[config.mk]
export PLATFORM = sky130hd
export DESIGN_NAME = sci_acc_pkt_queue
export DESIGN_NICKNAME = d
export VERILOG_FILES = /design/src/rtl/sci_acc_pkt_queue.sv
export SDC_FILE = /design/constraint.sdc
export NUM_CORES = 1
export LEC_CHECK = 0
export ABC_AREA = 1
export BUFFER_PORTS_ARGS = -buffer_cell sky130_fd_sc_hd__clkbuf_2
export CAP_MARGIN = 40
export CORE_ASPECT_RATIO = 1.75
export CORE_MARGIN = 2
export CORE_UTILIZATION = 40
export CTS_CLUSTER_DIAMETER = 60
export CTS_CLUSTER_SIZE = 10
export DETAILED_ROUTE_END_ITERATION = 10
export PLACE_DENSITY = 0.6
export SETUP_SLACK_MARGIN = 0.05
export SYNTH_ARGS = -nofsm -noshare
export SYNTH_HDL_FRONTEND = slang
export SYNTH_SLANG_ARGS = --single-unit
export TNS_END_PERCENT = 30
[constraint.sdc]
create_clock -name clk -period 5.6 [get_ports clk]
set_input_delay 0.84 -clock clk [delete_from_list [all_inputs] [get_ports clk]]
set_output_delay 0.84 -clock clk [all_outputs]
set_load 0.03 [all_outputs]
[src/rtl/sci_acc_pkt_queue.sv]
// Packet queue in front of sci_acc_top: FIFO of one-hot-mode packets with
// single-in-flight issue, bounded retry on drop and saturating outcome counters.
module sci_acc_pkt_queue #(
  parameter int DATA_WIDTH = 32,
  parameter int NUM_MODES  = 4,
  parameter int RES_WIDTH  = 8,
  parameter int DEPTH      = 8,
  parameter int MAX_RETRY  = 3
) (
  input  logic                  clk,
  input  logic                  rst_n,
  input  logic                  in_valid,
  input  logic [DATA_WIDTH-1:0] in_data,
  input  logic [NUM_MODES-1:0]  in_mode,
  input  logic [RES_WIDTH-1:0]  in_res,
  output logic                  in_ready,
  output logic                  in_err,
  output logic                  pkt_valid,
  output logic [DATA_WIDTH-1:0] op_pkt__data,
  output logic [NUM_MODES-1:0]  op_pkt__mode,
  output logic [RES_WIDTH-1:0]  op_pkt__res,
  input  logic                  ready,
  input  logic                  pkt_dropd,
  input  logic                  done,
  output logic                  drop_evt,
  output logic [15:0]           issued_cnt,
  output logic [15:0]           dropped_cnt,
  output logic                  busy
);

  localparam int AW  = $clog2(DEPTH);
  localparam int CW  = AW + 1;
  localparam int EW  = DATA_WIDTH + NUM_MODES + RES_WIDTH;
  localparam int RTW = $clog2(MAX_RETRY + 2);

  typedef enum logic [1:0] {IDLE, ISSUE, WAIT_DONE} state_t;

  state_t          state_reg, state_next;
  logic [AW-1:0]   wr_ptr_reg, rd_ptr_reg;
  logic [CW-1:0]   count_reg, count_next;
  logic [RTW-1:0]  retry_reg, retry_next;
  logic            in_err_reg, drop_evt_reg, drop_evt_next;
  logic [15:0]     issued_reg, dropped_reg;
  logic [EW-1:0]   mem [DEPTH];
  logic [EW-1:0]   head;

  logic mode_onehot, push, pop, issue_inc, drop_inc, more_after_pop;

  assign mode_onehot = (in_mode != '0) && ((in_mode & (in_mode - NUM_MODES'(1))) == '0);
  assign in_ready    = count_reg < CW'(DEPTH);
  assign push        = in_valid && in_ready && mode_onehot;
  // A same-cycle push keeps the queue non-empty even when the last entry pops.
  assign more_after_pop = (count_reg > CW'(1)) || push;

  always_comb begin
    state_next    = state_reg;
    retry_next    = retry_reg;
    pop           = 1'b0;
    issue_inc     = 1'b0;
    drop_inc      = 1'b0;
    drop_evt_next = 1'b0;
    case (state_reg)
      IDLE: begin
        if (count_reg != '0) begin
          state_next = ISSUE;
          retry_next = '0;
        end
      end
      ISSUE: begin
        if (ready) state_next = WAIT_DONE;
      end
      WAIT_DONE: begin
        if (done) begin
          pop        = 1'b1;
          issue_inc  = 1'b1;
          retry_next = '0;
          state_next = more_after_pop ? ISSUE : IDLE;
        end else if (pkt_dropd) begin
          if (retry_reg < RTW'(MAX_RETRY)) begin
            retry_next = retry_reg + RTW'(1);
            state_next = ISSUE;
          end else begin
            pop           = 1'b1;
            drop_inc      = 1'b1;
            drop_evt_next = 1'b1;
            retry_next    = '0;
            state_next    = more_after_pop ? ISSUE : IDLE;
          end
        end
      end
      default: state_next = IDLE;
    endcase
  end

  assign count_next = count_reg + CW'(push) - CW'(pop);

  always_ff @(posedge clk or posedge rst_n) begin
    if (rst_n) begin
      state_reg    <= IDLE;
      wr_ptr_reg   <= '0;
      rd_ptr_reg   <= '0;
      count_reg    <= '0;
      retry_reg    <= '0;
      in_err_reg   <= 1'b0;
      drop_evt_reg <= 1'b0;
      issued_reg   <= '0;
      dropped_reg  <= '0;
    end else begin
      state_reg    <= state_next;
      count_reg    <= count_next;
      retry_reg    <= retry_next;
      in_err_reg   <= in_valid && in_ready && !mode_onehot;
      drop_evt_reg <= drop_evt_next;
      if (push) wr_ptr_reg <= wr_ptr_reg + AW'(1);
      if (pop)  rd_ptr_reg <= rd_ptr_reg + AW'(1);
      if (issue_inc && issued_reg != 16'hFFFF) issued_reg <= issued_reg + 16'd1;
      if (drop_inc && dropped_reg != 16'hFFFF) dropped_reg <= dropped_reg + 16'd1;
    end
  end

  // Storage carries no reset; its contents are only exposed while pkt_valid is high.
  always_ff @(posedge clk) begin
    if (push) mem[wr_ptr_reg] <= {in_data, in_mode, in_res};
  end

  assign head      = mem[rd_ptr_reg];
  assign pkt_valid = (state_reg == ISSUE);
  assign {op_pkt__data, op_pkt__mode, op_pkt__res} = pkt_valid ? head : '0;

  assign in_err      = in_err_reg;
  assign drop_evt    = drop_evt_reg;
  assign issued_cnt  = issued_reg;
  assign dropped_cnt = dropped_reg;
  assign busy        = (count_reg != '0) || (state_reg != IDLE);

endmodule

==> impl_metrics.py, run 1 <==
metrics = {
    "worst_setup_path": {
        "setup.worst_path.class": "reg2out",
        "worst_r2r_endpoint": "mem[6][38]",
        "reg2reg_slack_ns": 2.94,
        "crit_slowest_cell": "dfrtp_4",
        "cpPeakStageDelay_ns": 0.63,
        "required_ns": 4.76,
        "cp-start-kind": "flip-flop",
        "worst_path_most_repeated_cell": "nor2_1",
        "cp_top_family": "buffers and inverters",
        "startpoint": "rd_ptr_reg[1]",
        "path_cells": "inv_1 > buf_4 > o21ai_0 > o22ai_1 > nor2_1 > nor2_1 > clkbuf_2",
        "rr_worst_depth": 5,
        "path_buf_inv": 3,
        "crit_path_end_kind": "output port",
        "worst_r2r_startpoint": "count_reg[3]",
        "arrival_ns": 3.06,
        "cp_max_fo": 33,
    },
    "pwr": {
        "peakVddDrop_v": 0.000226,
        "leakage_uw": 0.00708,
        "p_per_area_mw_per_mm2": 488,
    },
    "logic_synthesis": {
        "synthFlopType": "edfxtp_1",
        "syn_inst": 1470,
        "synth_warnings": 0,
        "syn-num-nets": 1532,
        "synth_edf_count": 352,
        "netlist_area_sq_mm": 0.0169,
        "synth_cell_type_count": 31,
        "avgSynthCellArea_sq_um": 11.5,
        "ys_ff_latch": 401,
        "async_reset_ff_share_pct": 12.2,
        "ys_seq_area_share_pct": 69.9,
    },
    "layout": {
        "fin_cells": 2165,
        "fill_cells": 3779,
        "seq_area_sq_mm": 0.0118,
        "design_area_sq_mm": 0.0193,
        "multi_input_area_sq_mm": 0.00449,
        "largest_reg_flops": 352,
        "syn2layout_area_growth_pct": 14.5,
        "fin_nets": 1654,
        "largest_register": "mem",
        "drive_above_1_share_pct": 15.1,
    },
    "route": {
        "routed-via-count": 11200,
        "drt-met1-wl_mm": 16.0,
        "antenna_left": 0,
        "met3_length_mm": 1.66,
        "vias_per_cell": 5.19,
        "wl_met2_mm": 21.1,
        "route.detailed.drc": 0,
        "drtPass1Iterations": 5,
        "routedWlPerCell_um": 18.3,
        "drtIter0Drc": 974,
        "highest_layer": "met5",
        "wirelength_mm": 39.6,
    },
    "global_route": {
        "grt_max_degree": 89,
        "overflow": 0,
        "grtUsageTotal_pct": 18.0,
        "antenna_found_initial": 2,
        "grt_pass1_wl_mm": 61.9,
        "grt_pass1_vias": 11300,
    },
    "cts": {
        "cts_tree": "done",
        "post_cts_resized": 0,
        "clk_pin_slew_ns": 0.06,
        "clk_path_buf_depth": 3,
        "cts_setup_buffers": 0,
        "holdBufCountCts": 0,
        "cts_buffers": 46,
        "cts_root_buf": "clkbuf_16",
        "clock-sinks": 401,
        "clk_latency_ns": 0.55,
        "htreeDepth": 2,
    },
    "min_path": {
        "hold_class": "in2async",
    },
    "floorplan": {
        "num_rows": 99,
        "initial_core_util_pct": 40.5,
        "ios": 131,
        "core_area_sq_mm": 0.0416,
        "die_height_um": 276,
        "die_w_um": 159,
        "design.die.area_sq_mm": 0.0439,
    },
    "sta": {
        "finalHoldViolations": 0,
        "fmax_ghz": 0.256,
        "slew_headroom_pct": 43.7,
        "setup_violations": 0,
        "slew_viol_final": 0,
        "finalCriticalPeriod_ns": 3.90,
        "finalSetupTns_ns": 0,
        "grt_setup_unrepaired": "false",
        "clock_skew_ns": 0.0215,
        "finalCritPeriodShare_pct": 69.7,
        "setup_slack_ns": 1.70,
        "worst_pin_slew_ns": 0.844,
    },
    "placement": {
        "hpwl_mm": 21.7,
        "place.gp.congestion": 0.827,
        "place_worst_setup_slack_ns": 2.09,
        "placed_area_sq_mm": 0.0181,
        "port_buffers": 130,
        "place_inst": 2099,
    },
    "outcome": {
        "status": "finished, final reports clean",
    },
    "job": {
        "maxCapViolCount": 0,
    },
}
[cell type report]
cell class / instances / area share, %
multi-input cells: 939 / 23.3
clock buffers: 63 / 6.45
clock inverters: 2 / 0.0906
flip-flops and latches: 401 / 61.1
diodes: 1 / 0.0129
repair buffers: 151 / 4.45
inverters: 53 / 1.04
well taps: 555 / 3.59
[kinds of logic after synthesis]
kind of cell	count (synthesis)	synth area share [%]
DFF	401	69.9
buffers and inverters	130	3.75
adders and majority gates	12	0.934
AOI/OAI and AO/OA	295	9.96
and+or+nand+nor	615	14.6
xor gates and xnor gates	17	0.882
[cells in the mapped netlist, types with 7 or more instances]
| master | number | area [sq um] |
|---|---|---|
| xor2_1 | 7 | 61.3 |
| nand2_1 | 216 | 811 |
| o21ai_2 | 7 | 61.3 |
| nor2_4 | 7 | 78.8 |
| dfrtp_1 | 49 | 1230 |
| nand4_1 | 9 | 56.3 |
| clkbuf_1 | 23 | 86.3 |
| buf_4 | 15 | 113 |
| buf_6 | 7 | 78.8 |
| o211ai_1 | 44 | 330 |
| nor3_1 | 8 | 40.0 |
| xnor2_1 | 10 | 87.6 |
| o22ai_1 | 44 | 275 |
| nor2_1 | 345 | 1290 |
| nand3_1 | 18 | 90.1 |
| o21ai_0 | 196 | 981 |
| edfxtp_1 | 352 | 10600 |
| nand2_2 | 7 | 43.8 |
| ha_1 | 11 | 138 |
| buf_2 | 26 | 130 |
| inv_1 | 50 | 188 |
[placed cells by master (no fill, tap or decap), types with 9 or more instances in the layout]
master and instances:
edfxtp_1 352, nor2_1 344, nand2_1 216, o21ai_0 196
clkbuf_2 130, inv_1 49, clkbuf_16 47, dfrtp_1 46
o211ai_1 44, o22ai_1 44, nand3_1 18, buf_4 18
clkbuf_1 15, ha_1 11, xnor2_1 10, nand4_1 9
[stage by stage]
stage	power [uW]	util (%)	hold slack, ns
after CTS	9550	46.4	0.119
final	9440	46.4	0.133
after detailed placement	6930	43.4	0.493
after global placement	6800	43.2	0.474
after global routing	10000	46.4	0.133
after floorplan	5960	-	0.453
[report_power, final]
| group | leakage (uW) | total (uW) | switching [uW] | internal [uW] |
|---|---|---|---|---|
| clock network | 0.000613 | 2610 | 1090 | 1530 |
| registers | 0.00378 | 3620 | 202 | 3420 |
| logic | 0.00268 | 3200 | 2280 | 919 |
| total | 0.00708 | 9440 | 3570 | 5860 |
[per-layer routing]
layer  global-route usage (%)  vias up
met3                     2.54       60
met4                     6.51        2
met1                     21.0     5544
met5                        0        -
li1                         -     5357
met2                     33.8      265
[how the worst max path moves through the flow]
stage	endpoint	slack (ns)	cells after the start
6_report	op_pkt__data[1]	1.70	7
5_1_grt	op_pkt__data[5]	1.51	7
4_1_cts	op_pkt__data[1]	1.59	7
3_5_place_dp	mem[6][39]	2.09	7
3_3_place_gp	op_pkt__data[22]	2.16	6
2_1_floorplan	mem[4][0]	0.59	6
Power figures use the tool's default switching activity.
==> run 2: changes to the inputs <==
--- a/config.mk
+++ b/config.mk
@@ -5,7 +5,7 @@
 export SDC_FILE = /design/constraint.sdc
 export NUM_CORES = 1
 export LEC_CHECK = 0
-export ABC_AREA = 1
+export ABC_AREA = 0
 export BUFFER_PORTS_ARGS = -buffer_cell sky130_fd_sc_hd__clkbuf_2
 export CAP_MARGIN = 40
 export CORE_ASPECT_RATIO = 1.75
==> constraint.sdc (replaced) <==
create_clock -name clk -period 4 [get_ports clk]
set_input_delay 0.6 -clock clk [delete_from_list [all_inputs] [get_ports clk]]
set_output_delay 0.6 -clock clk [all_outputs]
set_load 0.03 [all_outputs]
==> run 2 against run 1 <==
Sequential share of layout area increased by 2.3 points. Largest power group unchanged. First-iteration DRC count decreased by 43%. Wire length decreased by 18%. Sequential power increased by 40%. Clock skew decreased by 0.0022 ns. Critical path depth decreased by 2. Highest routed layer unchanged. Utilization increased by 1.0 points. Worst hold slack improved by 0.012 ns. Setup slack got worse by 1.0 ns. Synthesized cell count decreased by 46%. Register-to-register slack got worse by 1.2 ns. Synthesized area decreased by 5.8%.
==> impl_metrics.py, run 2 <==
metrics = {
    "outcome": {
        "status": "finished, final reports clean",
    },
    "logic_synthesis": {
        "synth-adder-area-share_pct": 0.991,
        "synth_warnings": 0,
        "synth_xor_area_share_pct": 2.04,
        "synth_top_area_share_pct": 66.5,
        "syn-num-nets": 857,
        "synth.area.top_cells": "edfxtp_1 66%, mux4_2 12%, dfrtp_1 7.7%, mux2i_1 2.8%, xor2_1 1.2%",
        "synthFlopType": "edfxtp_1",
        "synth_simple_gate_area_share_pct": 5.03,
        "ys_seq_area_share_pct": 74.2,
        "async_reset_ff_share_pct": 12.2,
        "ys_ff_latch": 401,
        "synth_edf_count": 352,
        "netlist_area_sq_mm": 0.0159,
        "synth_top_family_by_area": "multiplexers",
        "avgSynthCellArea_sq_um": 20.0,
        "syn_inst": 795,
        "synth.area.mux_share_pct": 15.5,
        "synth_cell_type_count": 50,
        "yosysMostFrequentCell": "edfxtp_1",
        "synth_compound_area_share_pct": 0.881,
        "synth_common_cells": "352 x edfxtp_1, 88 x mux4_2, 49 x dfrtp_1, 49 x nor2_1, 44 x mux2i_1",
        "yosysTopAreaCell": "edfxtp_1",
    },
    "route": {
        "vias_per_cell": 5.36,
        "drtIter0Drc": 554,
        "routed-via-count": 7902,
        "antenna_left": 0,
        "routedWlPerCell_um": 22.0,
        "drtPass1Iterations": 4,
        "route.detailed.drc": 0,
        "wirelength_mm": 32.4,
    },
    "global_route": {
        "grtUsageTotal_pct": 15.9,
        "grt_pass1_wl_mm": 49.9,
        "grt_max_degree": 43,
        "antenna_found_initial": 2,
        "grt_pass1_vias": 8603,
        "overflow": 0,
    },
    "placement": {
        "place.gp.congestion": 0.768,
        "place_inst": 1406,
        "hpwl_mm": 19.9,
        "place_worst_setup_slack_ns": 0.763,
        "port_buffers": 130,
        "placed_area_sq_mm": 0.0174,
    },
    "layout": {
        "layout_commonest_cell": "edfxtp_1",
        "drive_above_1_share_pct": 32.7,
        "design_area_sq_mm": 0.0186,
        "final_cell_mix": "352 x edfxtp_1, 130 x clkbuf_2, 88 x mux4_2",
        "syn2layout_area_growth_pct": 17.2,
        "fill_cells": 3299,
        "multi_input_area_sq_mm": 0.00398,
        "largest_reg_flops": 352,
        "fin_cells": 1474,
        "fin_nets": 1026,
        "seq_area_sq_mm": 0.0118,
        "largest_register": "mem",
    },
    "floorplan": {
        "num_rows": 96,
        "core_area_sq_mm": 0.0393,
        "initial_core_util_pct": 40.5,
        "design.die.area_sq_mm": 0.0414,
        "ios": 131,
        "die_w_um": 155,
        "die_height_um": 268,
    },
    "sta": {
        "finalHoldViolations": 0,
        "finalCritPeriodShare_pct": 83.4,
        "finalCriticalPeriod_ns": 3.34,
        "setup_violations": 0,
        "slew_viol_final": 0,
        "clock_skew_ns": 0.0192,
        "setup_slack_ns": 0.665,
        "finalSetupTns_ns": 0,
        "worst_pin_slew_ns": 0.698,
        "fmax_ghz": 0.300,
        "slew_headroom_pct": 53.4,
        "fin_hold_ws_ns": 0.145,
        "grt_setup_unrepaired": "false",
    },
    "cts": {
        "cts_setup_buffers": 0,
        "cts_buffers": 46,
        "clk_path_buf_depth": 3,
        "cts_root_buf": "clkbuf_16",
        "post_cts_resized": 0,
        "holdBufCountCts": 0,
        "clock-sinks": 401,
        "clk_latency_ns": 0.55,
        "cts_tree": "done",
        "clk_pin_slew_ns": 0.06,
        "htreeDepth": 2,
    },
    "pwr": {
        "peakVddDrop_v": 0.000376,
        "leakage_uw": 0.00658,
        "p_per_area_mw_per_mm2": 643,
    },
    "worst_setup_path": {
        "worst_r2r_endpoint": "count_reg[2]",
        "setup.worst_path.class": "reg2out",
        "required_ns": 3.40,
        "arrival_ns": 2.74,
        "cp-start-kind": "flip-flop",
        "reg2reg_slack_ns": 1.71,
        "cp_max_fo": 33,
        "worst_r2r_startpoint": "count_reg[3]",
        "rr_worst_depth": 8,
        "crit_path_end_kind": "output port",
    },
    "job": {
        "maxCapViolCount": 0,
    },
    "min_path": {
        "hold_class": "in2async",
    },
}
==> run 2: cell types whose count changed in the layout (fill, tap and decap cells not counted), sizes merged, moves of 5 or more <==
cell,delta
xor2,+15
o22ai,-43
mux4,+88
xnor2,+5
nand2,-207
nor2,-304
and3,+6
o211ai,-43
o21ai,-200
nor4b,+5
inv,-41
buf,+5
mux2i,+44
nor4,+7
==> run 2: worst max-delay path, cell delays in order (launching register included) <==
cell	delay (ns)
dfrtp_4	0.77
buf_12	0.35
mux4_2	0.55
mux2i_1	0.14
nor2_1	0.11
clkbuf_2	0.23
==> run 2: cells by family (layout without fill, tap and decap cells) <==
| kind of cell | count (synthesis) | count (layout) |
|---|---|---|
| AOI/OAI and AO/OA | 18 | 18 |
| DFF | 401 | 401 |
| xor gates and xnor gates | 37 | 37 |
| muxes | 136 | 136 |
| and+or+nand+nor | 144 | 144 |
| other | 0 | 2 |
| adders and majority gates | 12 | 12 |
| buffers and inverters | 47 | 234 |
==> run 2: through the flow <==
| stage | total power (uW) | utilization, % |
|---|---|---|
| floorplan | 7460 | - |
| global placement | 8480 | 44.1 |
| detailed placement | 8530 | 44.2 |
| CTS | 12200 | 47.4 |
| global route | 12500 | 47.4 |
| finish | 12000 | 47.4 |
==> run 2: worst max-delay path by stage <==
stage / from / cells past startpoint / end
2_1_floorplan: in_mode[0] / 5 / mem[6][0]
3_3_place_gp: in_mode[0] / 10 / count_reg[1]
3_5_place_dp: in_mode[0] / 10 / count_reg[2]
4_1_cts: rd_ptr_reg[0] / 5 / op_pkt__res[5]
5_1_grt: rd_ptr_reg[0] / 5 / op_pkt__data[3]
6_report: rd_ptr_reg[0] / 5 / op_pkt__data[4]
==> run 2: layer usage <==
metal / GRT usage, % / vias up / wire [um]
li1: - / 3533 / -
met1: 18.0 / 4139 / 12400
met2: 30.1 / 176 / 17900
met3: 2.82 / 52 / 1180
met4: 5.71 / 2 / 874
met5: 0 / - / 15
==> run 2: final cells by class <==
| class | instances | share of cell area, % |
|---|---|---|
| clock buffer | 63 | 6.63 |
| multi-input combinational | 347 | 21.4 |
| tap | 490 | 3.29 |
| antenna | 2 | 0.0269 |
| clock inverter | 3 | 0.222 |
| timing repair buffer | 156 | 4.85 |
| sequential | 401 | 63.4 |
| inverter | 12 | 0.242 |
==> run 2: report_power, final <==
group / total, uW / switching [uW] / internal (uW)
clock: 3630 / 1500 / 2130
sequential: 5050 / 315 / 4730
combinational: 3300 / 1880 / 1420
total: 12000 / 3700 / 8280
